## config.mk

```make
export PLATFORM = sky130hd
export DESIGN_NAME = blink_round
export DESIGN_NICKNAME = d
export VERILOG_FILES = /design/src/rtl/blink_pkg.sv /design/src/rtl/blink_tick_gen.sv /design/src/rtl/blink_round.sv
export SDC_FILE = /design/constraint.sdc
export NUM_CORES = 1
export LEC_CHECK = 0
export ABC_CLOCK_PERIOD_IN_PS = 5100
export BUFFER_PORTS_ARGS = -buffer_cell sky130_fd_sc_hd__buf_2
export CAP_MARGIN = 15
export CELL_PAD_IN_SITES_DETAIL_PLACEMENT = 1
export CELL_PAD_IN_SITES_GLOBAL_PLACEMENT = 1
export CORE_AREA = 4 4 88 90
export CTS_CLUSTER_SIZE = 20
export DETAILED_ROUTE_END_ITERATION = 8
export DIE_AREA = 0 0 92 94
export PLACE_DENSITY = 0.46
export SLEW_MARGIN = 25
export SYNTH_ARGS = -nofsm -noshare
export SYNTH_HDL_FRONTEND = slang
export SYNTH_SLANG_ARGS = --single-unit
export TNS_END_PERCENT = 5
```

## constraint.sdc

```tcl
create_clock -name clk -period 5.1 [get_ports clk]
set_input_delay 1.02 -clock clk [delete_from_list [all_inputs] [get_ports clk]]
set_output_delay 1.02 -clock clk [all_outputs]
set_load 0.02 [all_outputs]
```

## src/rtl/blink_pkg.sv

```systemverilog
// Shared types and constants for the Blink round engine.
package blink_pkg;

    typedef enum logic [1:0] {
        ST_OFF,
        ST_ON,
        ST_HOLD,
        ST_DONE
    } state_t;

    localparam logic [3:0] SCORE_MAX = 4'd10;
    localparam logic [7:0] LFSR_SEED = 8'hA5;
    localparam logic [7:0] LFSR_TAPS = 8'hB8;

    // One step of the right-shifting Galois LFSR used to jitter the OFF gap.
    function automatic logic [7:0] lfsr_step(input logic [7:0] cur);
        return cur[0] ? ((cur >> 1) ^ LFSR_TAPS) : (cur >> 1);
    endfunction

    function automatic logic [3:0] score_inc(input logic [3:0] cur);
        return (cur >= SCORE_MAX) ? SCORE_MAX : cur + 4'd1;
    endfunction

endpackage

```

## src/rtl/blink_tick_gen.sv

```systemverilog
// Game-tick prescaler: one-cycle tick every TICK_DIV clocks while run is high,
// counter parked at zero while run is low.
module blink_tick_gen #(
    parameter int TICK_DIV = 100000
) (
    input  logic clk,
    input  logic reset_n,
    input  logic run,
    output logic tick
);

    localparam int              CW   = $clog2(TICK_DIV);
    localparam logic [CW-1:0]   LAST = CW'(TICK_DIV - 1);

    logic [CW-1:0] cnt;

    always_ff @(posedge clk or negedge reset_n) begin
        if (!reset_n) begin
            cnt <= '0;
        end else if (!run || cnt == LAST) begin
            cnt <= '0;
        end else begin
            cnt <= cnt + 1'b1;
        end
    end

    assign tick = run && (cnt == LAST);

endmodule

```

## src/rtl/blink_round.sv

```systemverilog
// Blink round engine: timed LED window, hit scoring, miss/false-press detection.
// Define BLINK_LFSR_EN to stretch each OFF gap by a pseudo-random 0..7 ticks.
module blink_round
    import blink_pkg::*;
#(
    parameter int TICK_DIV      = 100000,
    parameter int ON_TICKS_BASE = 12,
    parameter int OFF_TICKS     = 6
) (
    input  logic       clk,
    input  logic       reset_n,
    input  logic       btn,
    input  logic       end_cond,
    output logic       led,
    output logic [3:0] x,
    output logic       lose
);

    localparam int WW      = $clog2(ON_TICKS_BASE) + 1;
    localparam int OFF_MAX = OFF_TICKS + 7;
    localparam int TMAX    = (ON_TICKS_BASE > OFF_MAX) ? ON_TICKS_BASE : OFF_MAX;
    localparam int TW      = $clog2(TMAX + 1);

    state_t        state, state_nxt;
    logic [3:0]    x_nxt;
    logic          lose_nxt;
    logic          sync1, sync2, sync2_d, press;
    logic          tick;
    logic [TW-1:0] timer, timer_inc, off_len;
    logic [WW-1:0] window;

    blink_tick_gen #(.TICK_DIV(TICK_DIV)) u_tick_gen (
        .clk    (clk),
        .reset_n(reset_n),
        .run    (state != ST_DONE),
        .tick   (tick)
    );

    always_ff @(posedge clk or negedge reset_n) begin
        if (!reset_n) begin
            sync1   <= 1'b0;
            sync2   <= 1'b0;
            sync2_d <= 1'b0;
            press   <= 1'b0;
        end else begin
            // NOTE: non-blocking assignments keep each flop a separate stage; blocking ones would collapse the chain into a wire.
            sync1   <= btn;
            sync2   <= sync1;
            sync2_d <= sync2;
            press   <= sync2 & ~sync2_d;
        end
    end

`ifdef BLINK_LFSR_EN
    logic [7:0] lfsr;

    // The gap length is latched on entry so a tick mid-gap cannot move the goalpost.
    always_ff @(posedge clk or negedge reset_n) begin
        if (!reset_n) begin
            lfsr    <= LFSR_SEED;
            off_len <= TW'(OFF_TICKS) + TW'(LFSR_SEED[2:0]);
        end else begin
            if (tick) begin
                lfsr <= lfsr_step(lfsr);
            end
            if (state_nxt == ST_OFF && state != ST_OFF) begin
                off_len <= TW'(OFF_TICKS) + TW'(lfsr[2:0]);
            end
        end
    end
`else
    assign off_len = TW'(OFF_TICKS);
`endif

    assign window    = WW'(ON_TICKS_BASE) - WW'(x);
    assign timer_inc = timer + 1'b1;

    always_comb begin
        // NOTE: every output gets a default before the case, so no path can leave one unassigned and infer a latch.
        state_nxt = state;
        x_nxt     = x;
        lose_nxt  = 1'b0;
        if (end_cond) begin
            state_nxt = ST_DONE;
        end else begin
            case (state)
                ST_OFF: begin
                    if (press) begin
                        state_nxt = ST_DONE;
                        lose_nxt  = 1'b1;
                    end else if (tick && timer_inc == off_len) begin
                        state_nxt = ST_ON;
                    end
                end
                ST_ON: begin
                    // A press on the expiry cycle still scores: it is checked first.
                    if (press) begin
                        state_nxt = ST_HOLD;
                        x_nxt     = score_inc(x);
                    end else if (tick && timer_inc == TW'(window)) begin
                        state_nxt = ST_DONE;
                        lose_nxt  = 1'b1;
                    end
                end
                ST_HOLD: begin
                    if (!sync2) begin
                        state_nxt = ST_OFF;
                    end
                end
                default: begin
                end
            endcase
        end
    end

    always_ff @(posedge clk or negedge reset_n) begin
        if (!reset_n) begin
            state <= ST_OFF;
            timer <= '0;
            led   <= 1'b0;
            x     <= '0;
            lose  <= 1'b0;
        end else begin
            state <= state_nxt;
            led   <= (state_nxt == ST_ON);
            x     <= x_nxt;
            lose  <= lose_nxt;
            if (state_nxt != state) begin
                timer <= '0;
            end else if (tick) begin
                timer <= timer_inc;
            end
        end
    end

endmodule

```

## Word-level counts from Yosys, hierarchy flattened

Index checks and enable logic that the tools add are counted.

| operators by class | value |
|---|---|
| reduce and logical (&&, ||, !) cells | 8 |
| bitwise gates (word level) | 3 |
| order comparisons | 1 |
| equal/unequal tests | 8 |
| mux-type cells | 16 |
| add/sub/neg operators | 4 |

Operators by type and width:

| kind | number |
|---|---|
| adder 17 x 1 -> 17 bit, second input constant | 1 |
| == test 17 bit, second input constant | 1 |
| two-way mux 17 bit | 1 |
| two-way mux 2 bit | 6 |
| two-way mux 4 bit | 3 |
| adder 4 x 1 -> 4 bit, second input constant | 2 |
| case mux 2 bit (3 select lines) | 1 |
| == test 2 x 1 -> 1 bit, second input constant | 2 |
| == test 4 x 3 -> 1 bit, second input constant | 1 |
| == test 4 bit | 1 |
| greater-or-equal comparator 4 bit, second input constant | 1 |
| two-way mux 1 bit | 4 |
| subtractor 4 bit, first input constant | 1 |
| logical AND 1 bit | 3 |
| AND reduction 3 bit | 1 |
| == test 2 bit, second input constant | 1 |
| logical NOT 2 bit | 1 |
| inequality test 2 bit | 1 |
| inequality test 2 bit, second input constant | 1 |
| NOT 1 bit | 2 |
| case mux 1 bit (2 select lines) | 1 |
| nonzero test 2 bit | 1 |
| bitwise AND 1 bit | 1 |
| logical NOT 1 bit | 1 |
| logical OR 1 bit | 1 |

| storage, ports and cells | value |
|---|---|
| flip-flop bits (word level) | 33 |
| word-level logic and storage cells | 50 |

## Logic depth before layout (Yosys ltp)

| logic depth | value |
|---|---|
| depth after elaboration | 9 |
| mapped depth | 7 |
| mapped depth without buffers | 7 |

## Cells and area by module

A second synthesis with hierarchy kept.

| second synthesis, totals | value |
|---|---|
| cell total of the unflattened synthesis | 168 |
| area, all modules | 1746.7 um^2 |

Modules (own cells, without submodules):

| module | area an instance (um^2) | seq. area each (um^2) | cells each | times used |
|---|---|---|---|---|
| blink_round | 883.3 | 400.4 | 82 | 1 |
| blink_tick_gen | 863.3 | 425.4 | 86 | 1 |

## Least setup slack after synthesis

No wires, ideal clock.

| timing path | value |
|---|---|
| path kind | input to register |
| start point | input port end_cond |
| end point | register lose |
| data arrival time | 1939 ps |
| stages on the path | 3 |
| required time | 5035 ps |
| setup slack | 3096 ps |
| path buffers | 0 |
| library setup time | 65 ps |
| path through | or3_1 -> or4_1 -> nand2_1 |

| on the way | value |
|---|---|
| cells in the longest elaborated chain, start to end | 1 |

Ends and longest elaborated chain:

| what | line | text |
|---|---|---|
| start: declaration | blink_round.sv:13 | `input logic end_cond,` |
| two-way mux 1 bit | blink_round.sv:83 | `if (end_cond) begin` |
| via lose_nxt | blink_round.sv:26 | `logic lose_nxt;` |
| end signal: assignment | blink_round.sv:127 | `lose <= lose_nxt;` |
| end: declaration | blink_round.sv:16 | `output logic lose` |

The timed path passes the listed nets, and every way through them passes these cells.
A chain may end at the register's enable or synchronous reset.

## Worst setup path after layout

| timing path | value |
|---|---|
| start point | register x[0] |
| end point | register led |

| on the way | value |
|---|---|
| cells in the longest elaborated chain, start to end | 8 |

Ends and longest elaborated chain:

| what | line | text |
|---|---|---|
| start: declaration | blink_round.sv:15 | `output logic [3:0] x,` |
| start signal: assignment | blink_round.sv:126 | `x <= x_nxt;` |
| subtractor 4 bit | blink_round.sv:75 | `assign window = WW'(ON_TICKS_BASE) - WW'(x);` |
| == test 4 bit | blink_round.sv:100 | `end else if (tick && timer_inc == TW'(window)) begin` |
| logical AND 1 bit | blink_round.sv:100 |  |
| two-way mux 2 bit | blink_round.sv:100 |  |
| two-way mux 2 bit | blink_round.sv:97 | `if (press) begin` |
| case mux 2 bit (3 select lines) | blink_round.sv:86 | `case (state)` |
| two-way mux 2 bit | blink_round.sv:83 |  |
| == test 2 x 1 -> 1 bit | blink_round.sv:125 | `led <= (state_nxt == ST_ON);` |
| end signal: assignment | blink_round.sv:125 |  |
| end: declaration | blink_round.sv:14 | `output logic led,` |

No other way between the ends.

==> impl_results.md <==
* Outcome: finished, final reports clean
* HPWL after DPL at ~2.8 mm
* Post-synthesis sequential area ratio at 47.04%
* DR DRC count at 0
* Worst vdd ir at 65.22 uV
* Min-delay src: sync1
* RePlAce Congestion at between 0.7 and 0.8
* Minimum clock period at ~2.1 ns
* Internal power at approximately 0.36 mW
* Core ar. at approximately 0.0071 mm2
* Cts repair resizes at 0
* Wirelength, routed at about 3.9 mm
* Sink Count at 33
* Root buf cell: clkbuf_8
* Leak at slightly above 0.8 nW
* Via count at between 1,000 and 1,500
* Initial antenna violation count at 0
* TritonCTS Buffers at 5
* Fmax achieved at between 400 and 500 MHz
* Share of layout cells above drive strength 1 at a little over a tenth
* Critical path data arrival time at between 2 and 2.5 ns
* CTS tree: done
* Seq cells post-synth at 33
* Largest net degree at the start of global routing at 34
* Post-route ant nets at 0
* Post-DR wirelength/cell at between 10 and 15 um
* GRT Util Overall at about a tenth
* Synth Cell Area at between 0.0015 and 0.002 mm2
* Synth warn at 0
* Flop2flop setup slack at approximately 3 ns
* Syn_area_per_cell at between 10 and 15 um2
* Htree depth at 2
* Initial core utilization at between 20% and 30%
* Crit-path max FO at 8
* Pwr/cell area at 233.1 mW/mm2
* WHS Path Cells at 0
* Remaining global-route overflow at 0
* Cell variety after synth at 39
* Reg2Reg Depth at 7
* Final setup vio count at 0
* I/O Buffers at 9
* Worst R2R Start: x[0]
* Final period util at between 40% and 50%
* Setup Fix Bufs, Post-CTS at 0
* Cell count after synthesis at between 150 and 200
* CP Class: flip-flop to flip-flop
* Top_reg_cell synth: dfrtp_1
* Die Span Y at ~94 um
* Post-synth ARST share at between 90% and 100%
* Critical path launch point type: flip-flop
* Hold path endpoint: sync2
* Hold slack at 0.3559 ns
* Relative slew slack at between 40% and 50%
* Max cap viols at 0
* Worst-margin pin slew at 0.7711 ns
* NetSw at 0.1028 mW
* DRT iter0 DRCs at 60
* Layout Skew at 0.008726 ns
* Layout area overhead at 12.05%
* Combinational power share at under 10%
* Ports at 10
* Worst r2r dst: led
* Design Power at 0.4584 mW
* Final Net Count at 196
* Ant diodes at 0
* Max Slew Vio Count at 0
* First-pass GRT wire length at a little under 7 mm
* EDFF count, synth at 0
* Clock network power share at 40.1%
* RSZ-0062 raised after global routing: no
* Clk_lat worst skew at 0.29 ns
* Vias/cell at between 4 and 5
* Switching share of total power at 22.43%
* First-pass DRT Iterations at 4
* Sequential power share at between 50% and 60%
* Min-delay worst type: flip-flop to flip-flop
* Setup crit end kind: flip-flop
* Setup TNS at 0 ns
* Horiz. Die Dim at 92 um
* Die Area at 0.008648 mm2
* Hold Fails Final Rpt at 0
* Critical Path RT at between 5 and 6 ns
* Area contributors post-synth: dfrtp_1, xor2_1, xnor2_1
* Num rows at 31
* Synthesized net count at ~180
* Biggest area consumer among synthesized cells: dfrtp_1
* Clock-pin transition on the worst setup and hold timing paths at around 0.070 ns
* CTS Buffer Depth at 2
* Hold buffers post-CTS at 0
* Yosys top cell area share at approximately 47%
* Vias in the first global route at 1,354
==> worst max-delay path: stages, from the launching register on <==
cell and delay (ns):
dfrtp_1 0.49, inv_1 0.12, ha_1 0.22, xnor2_1 0.19, xnor2_1 0.15, nand4_1 0.22
or3_1 0.42, and3_1 0.19
==> cell usage in the layout (no fill, tap or decap), types with 2 or more instances in the layout <==
cell,n
nor4_1,3
inv_1,5
xnor2_1,9
or3_1,2
dfrtp_1,33
and3_1,4
nor2b_1,3
o21ai_0,5
nand4_1,6
nand3_1,11
xor2_1,17
a21oi_1,2
nor3_1,6
nor4bb_1,2
clkbuf_8,5
and4_1,2
nand3b_1,3
nand2_1,15
buf_2,9
ha_1,6
nor2_1,19
==> stage by stage <==
stage / util, % / setup WS, ns / cells / area, um2
3_5_place_dp: 26.82 / 2.915 / 278 / 1893
2_1_floorplan: - / 3.096 / 174 / 1755
5_1_grt: 27.86 / 2.782 / 284 / 1967
4_1_cts: 27.86 / 2.950 / 284 / 1967
6_report: 27.86 / 2.981 / 284 / 1967
3_3_place_gp: 26.82 / 2.940 / 278 / 1893
==> synthesized netlist by cell type (all sizes together), types with 3 or more instances <==
library cell  number
nor4               4
nand4              6
nand3             12
buf                3
nor2b              3
ha                 6
xor2              17
nor3               6
nand3b             3
dfrtp             33
xnor2              9
nor2              19
and3               4
o21ai              6
inv                5
nand2             15
==> area by class of cell <==
class | instances | area (um2)
fillers | 840 | 5092
clock buffers | 5 | 68.82
clock inverters | 1 | 5.005
multi-input cells | 132 | 879.6
well taps | 99 | 123.9
repair buffers | 9 | 45.04
inverters | 5 | 18.77
flip-flops and latches | 33 | 825.8
==> per-layer routing <==
| layer | global-route usage (%) | routed length [um] |
|---|---|---|
| met3 | 2.564 | 122 |
| met5 | 0 | 0 |
| met1 | 12.83 | 1889 |
| met4 | 3.342 | 55 |
| met2 | 15.69 | 1819 |
==> power by group through the flow <==
| stage | Clock (mW) | Combinational, mW | Sequential (mW) |
|---|---|---|---|
| 2_1_floorplan | 0 | 0.00209 | 0.270 |
| 3_3_place_gp | 0 | 0.00969 | 0.270 |
| 3_5_place_dp | 0 | 0.0101 | 0.270 |
| 4_1_cts | 0.195 | 0.0102 | 0.265 |
| 5_1_grt | 0.200 | 0.0112 | 0.265 |
| 6_report | 0.184 | 0.00928 | 0.265 |
==> flip-flops by register name (all words and copies together) (netlist names) <==
name,count
sync2,1
lose,1
sync1,1
led,1
sync2_d,1
press,1
state,2
timer,4
u_tick_gen.cnt,17
x,4
==> logic make-up after synthesis <==
family / synth area share, %
AO/OA/AOI/OAI: 4.847
XOR/XNOR: 12.97
adder cells (fa/ha/maj): 4.276
buffers and inverters: 2.851
flip-flops: 47.04
multiplexers: 0.6414
AND/OR/NAND/NOR: 27.37
==> how the worst max path moves through the flow <==
stage,startpoint,end,cells past startpoint
final,x[0],led,7
after global routing,x[0],timer[1],7
after CTS,x[0],timer[1],7
after detailed placement,end_cond,lose,4
after global placement,end_cond,lose,4
after floorplan,end_cond,lose,3
No activity file was read; power rests on OpenSTA's default activity.
